===== config.mk =====
export PLATFORM = sky130hd
export DESIGN_NAME = operand_fetch
export DESIGN_NICKNAME = d
export VERILOG_FILES = /design/src/rtl/operand_fetch.sv
export SDC_FILE = /design/constraint.sdc
export NUM_CORES = 1
export LEC_CHECK = 0
export ABC_AREA = 0
export CAP_MARGIN = 20
export CELL_PAD_IN_SITES_DETAIL_PLACEMENT = 1
export CELL_PAD_IN_SITES_GLOBAL_PLACEMENT = 2
export CORE_ASPECT_RATIO = 1.25
export CORE_MARGIN = 2
export CORE_UTILIZATION = 41
export DETAILED_ROUTE_END_ITERATION = 10
export PLACE_DENSITY_LB_ADDON = 0.1
export SKIP_CTS_REPAIR_TIMING = 1
export SLEW_MARGIN = 20
export SYNTH_ARGS = -nofsm -noshare
export SYNTH_HDL_FRONTEND = slang
export SYNTH_SLANG_ARGS = --single-unit

===== constraint.sdc =====
create_clock -name clk -period 2.4 [get_ports clk]
set_clock_uncertainty 0.1 [all_clocks]
set_input_delay 0.24 -clock clk [delete_from_list [all_inputs] [get_ports clk]]
set_output_delay 0.24 -clock clk [all_outputs]
set_load 0.02 [all_outputs]

===== src/rtl/operand_fetch.sv =====
// operand_fetch: regfile read + scoreboard issue stage; accept -> out_valid in 1 cycle, outputs held while !out_ready.
// Build option OPFETCH_BYPASS_EN: a same-cycle writeback clears the hazard and forwards wb_data to the operands.
module operand_fetch #(
    parameter int DATA_W = 8,
    parameter int NREG   = 8,
    parameter int ADDR_W = 3
) (
    input  logic              clk,
    input  logic              rst_n,
    input  logic              in_valid,
    output logic              in_ready,
    input  logic [2:0]        in_op,
    input  logic [ADDR_W-1:0] in_rd,
    input  logic [ADDR_W-1:0] in_rs1,
    input  logic [ADDR_W-1:0] in_rs2,
    output logic              out_valid,
    input  logic              out_ready,
    output logic [DATA_W-1:0] in_b,
    output logic [DATA_W-1:0] in_c,
    output logic [2:0]        alu_op,
    output logic [ADDR_W-1:0] out_rd,
    input  logic              wb_en,
    input  logic [ADDR_W-1:0] wb_addr,
    input  logic [DATA_W-1:0] wb_data,
    output logic              busy
);

    typedef struct packed {
        logic [DATA_W-1:0] b;
        logic [DATA_W-1:0] c;
        logic [2:0]        op;
        logic [ADDR_W-1:0] rd;
    } issue_t;

    logic [DATA_W-1:0] regs_q [NREG];
    logic [NREG-1:0]   pend_q, pend_d, pend_eff, wb_mask, set_mask;
    issue_t            out_q, out_d;
    logic              out_vld_q;
    logic              wb_live, hazard, accept;
    logic [DATA_W-1:0] rd_b, rd_c;

    assign wb_live = wb_en && (wb_addr != '0);
    assign wb_mask = wb_live ? ({{(NREG-1){1'b0}}, 1'b1} << wb_addr) : '0;

`ifdef OPFETCH_BYPASS_EN
    // A register being written back this cycle is already safe to read.
    assign pend_eff = pend_q & ~wb_mask;
    assign rd_b     = (wb_live && wb_addr == in_rs1) ? wb_data : regs_q[in_rs1];
    assign rd_c     = (wb_live && wb_addr == in_rs2) ? wb_data : regs_q[in_rs2];
`else
    assign pend_eff = pend_q;
    assign rd_b     = regs_q[in_rs1];
    assign rd_c     = regs_q[in_rs2];
`endif

    assign hazard   = pend_eff[in_rs1] | pend_eff[in_rs2] | pend_eff[in_rd];
    assign in_ready = (!out_vld_q || out_ready) && !hazard;
    assign accept   = in_valid && in_ready;
    assign set_mask = (accept && in_rd != '0) ? ({{(NREG-1){1'b0}}, 1'b1} << in_rd) : '0;

    // Set after clear: a same-edge accept to the written-back index keeps it pending.
    assign pend_d = (pend_q & ~wb_mask) | set_mask;

    always_comb begin
        out_d    = out_q;
        out_d.b  = rd_b;
        out_d.c  = rd_c;
        out_d.op = in_op;
        out_d.rd = in_rd;
    end

    always_ff @(posedge clk or negedge rst_n) begin
        if (!rst_n) begin
            for (int i = 0; i < NREG; i++) regs_q[i] <= '0;
            pend_q    <= '0;
            out_q     <= '0;
            out_vld_q <= 1'b0;
        end else begin
            if (wb_live) regs_q[wb_addr] <= wb_data;
            pend_q <= pend_d;
            if (accept) begin
                out_q     <= out_d;
                out_vld_q <= 1'b1;
            end else if (out_ready) begin
                out_vld_q <= 1'b0;
            end
        end
    end

    assign out_valid = out_vld_q;
    assign in_b      = out_q.b;
    assign in_c      = out_q.c;
    assign alu_op    = out_q.op;
    assign out_rd    = out_q.rd;
    assign busy      = |pend_q;

endmodule


==> flow_summary.ini <==
[sta]
rsz0062_at_grt = false
slew-limit-headroom = 0.683
setup_tns_ps = 0
post-route-min-period_ps = 2350
drv_slew = 0
hold_viol_final = 0
period_share = 0.978
fin_ws_ps = 51.7
tightest_slew_ps = 475
setup_viol = 0
clock.fmax_mhz = 426

[die]
die_w_um = 101
ios = 53
die_h_um = 125
start_util = 0.415
die-area_um2 = 12500
core-area_um2 = 11500
core.rowCount = 44

[cts]
cts_buffers = 9
htreeDepth = 3
worstSkewPairLatency_ps = 340
root_buffer = clkbuf_16
clockBufferDepth = 2
clkTransAtPathRegs_ps = 60
cts_tree = built
clock_sinks = 95

[setup_path]
path_cells = clkdlybuf4s50_1 > buf_4 > mux2i_1 > mux4_2 > o311a_1 > and4_2 > buf_12 > buf_4 > a32o_1
start_kind = input pin
cp.arrival_ps = 2470
reg2reg_depth = 6
critPathKind = in -> reg
rrSetupSlack_ps = 70
cpMostUsedCell = buf_4
cp_slowest_cell = mux4_2
max_stage_delay_ps = 470
cp-end-kind = register
required_ps = 2530
crit_fanout = 12

[power_and_ir_drop]
power_frac_seq = 0.384
switching_share = 0.291
p_total_uw = 6150
p_clk_frac = 0.253
p_sw_uw = 1790
p_int_uw = 4360
ir_drop_uv = 374
power.density_nw_per_um2 = 1020
p_leak_uw = 0.00256
comb_power_share = 0.363

[layout]
seqCellArea_um2 = 2380
nets = 409
layout_commonest_cell = dfrtp_1
drive_above_1_share = 0.487
final_cell_mix = dfrtp_1, mux2_2, clkdlybuf4s50_1, buf_4, mux4_2
multi_input_comb_area_um2 = 2250
syn2layout_area_growth_pct = 25.7
nFillCells = 1130
antenna_cells = 0

[grt]
grt_pass1_vias = 3296
grt_pass1_wl_um = 18400
grt_start_max_net_pins = 62
antenna_found_initial = 0
overflow = 0
grt_util_all_layers = 0.198

[drt]
wl_per_cell_um = 21.9
routed_wl_um = 11500
dr.pass1.iters = 4
drt_iter0_markers = 66
vias_per_cell = 5.61
drc = 0
via_count = 2939
drt.antenna.violating_nets = 0

[hold_path]
min_path_cells = 3
hp-class = in -> reg

[outcome]
outcome = finished clean

[logic_synthesis]
syn_nets = 332
ys_types = 28
syn_area_um2 = 4780
synth_seq_cells = 95
synth.yosys.seq_area_share = 0.498
avgSynthCellArea_um2 = 15.7
synth_cells = 304
yosysWarningCount = 0

[place]
port_buffers = 52
pre_cts_slack_ps = -537
hpwl_um = 7730
routabilityCongestion = 0.736

[run]
cap_violations = 0
[final cells by class]
cell class / count / share of cell area
Clock inverter: 4 / 0.0129
Clock buffer: 12 / 0.0411
Sequential cell: 95 / 0.396
Inverter: 5 / 0.00313
Tap cell: 138 / 0.0288
Multi-Input combinational cell: 179 / 0.375
Timing Repair Buffer: 91 / 0.143
[per-stage QoR]
stage | instance area [um2] | hold WS [ps] | std cells | util
6_report | 6000 | 210 | 524 | 0.522
3_5_place_dp | 5660 | 128 | 507 | 0.492
5_1_grt | 6000 | 253 | 524 | 0.522
3_3_place_gp | 5660 | 119 | 507 | 0.492
4_1_cts | 5990 | -242 | 523 | 0.520
2_1_floorplan | 4780 | -156 | 304 | -
[layer usage]
metal | global-route usage | share of wire | up-vias
li1 | - | - | 1318
met4 | 0.0669 | 0.017 | 0
met2 | 0.332 | 0.52 | 46
met1 | 0.263 | 0.44 | 1562
met3 | 0.0281 | 0.022 | 13
met5 | 0 | 0 | -
[worst max-delay path, delay by kind of cell]
family | cells | cell delay, ps
compound gates | 2 | 400
buf+inv | 4 | 960
mux | 2 | 570
simple gates | 1 | 300
[worst paths after layout]
| check | start | endpoint |
|---|---|---|
| hold reg to reg | regs_q[56] | regs_q[56] |
| hold / removal | in_rd[1] | pend_eff[2] |
| max in group asynchronous | rst_n | in_b[2] |
| setup reg to reg | pend_eff[5] | in_c[6] |
| setup / recovery | in_rs2[1] | pend_eff[3] |
| min in group asynchronous | rst_n | alu_op[1] |
[sequential cells by signal, summed over array words and instances, names as in the netlist]
name / flops
pend_eff: 8
alu_op: 3
out_valid: 1
regs_q: 64
in_b: 8
in_c: 8
out_rd: 3
[cell usage after synthesis (all sizes together)]
cell    instances  area share
dfrtp          95        0.50
clkbuf         17       0.013
mux2i           7       0.015
and4            1      0.0018
nand2b          2      0.0026
a211oi          1      0.0016
o21ai           1      0.0010
nand3           4      0.0042
mux2           97        0.24
and3            1      0.0013
buf             8       0.015
or2             1      0.0013
inv             5      0.0039
o311a           1      0.0021
o22ai           2      0.0026
mux4           34        0.16
nor2b           5      0.0065
nor4            2      0.0026
and2            2      0.0026
nor3            1      0.0010
nand4           2      0.0026
a32o            5       0.010
nand2           8      0.0063
o31ai           1      0.0016
nor2            1     0.00079
[logic make-up (layout without fill, tap and decap cells)]
family                 count (synthesis)  after routing  share of synthesized area
AO/OA/AOI/OAI                         11             11                     0.0194
buffers and inverters                 30            112                     0.0327
flip-flops                            95             95                      0.498
multiplexers                         138            138                      0.416
AND/OR/NAND/NOR                       30             30                     0.0338
[power by group through the flow]
| stage | Combinational (uW) | Clock, uW | Sequential (uW) |
|---|---|---|---|
| after floorplan | 1150 | 0 | 2550 |
| after global placement | 2210 | 0 | 2360 |
| after detailed placement | 2250 | 0 | 2390 |
| after CTS | 2260 | 1610 | 2360 |
| after global routing | 2390 | 1670 | 2430 |
| final | 2230 | 1560 | 2360 |
Power figures use the tool's default switching activity.
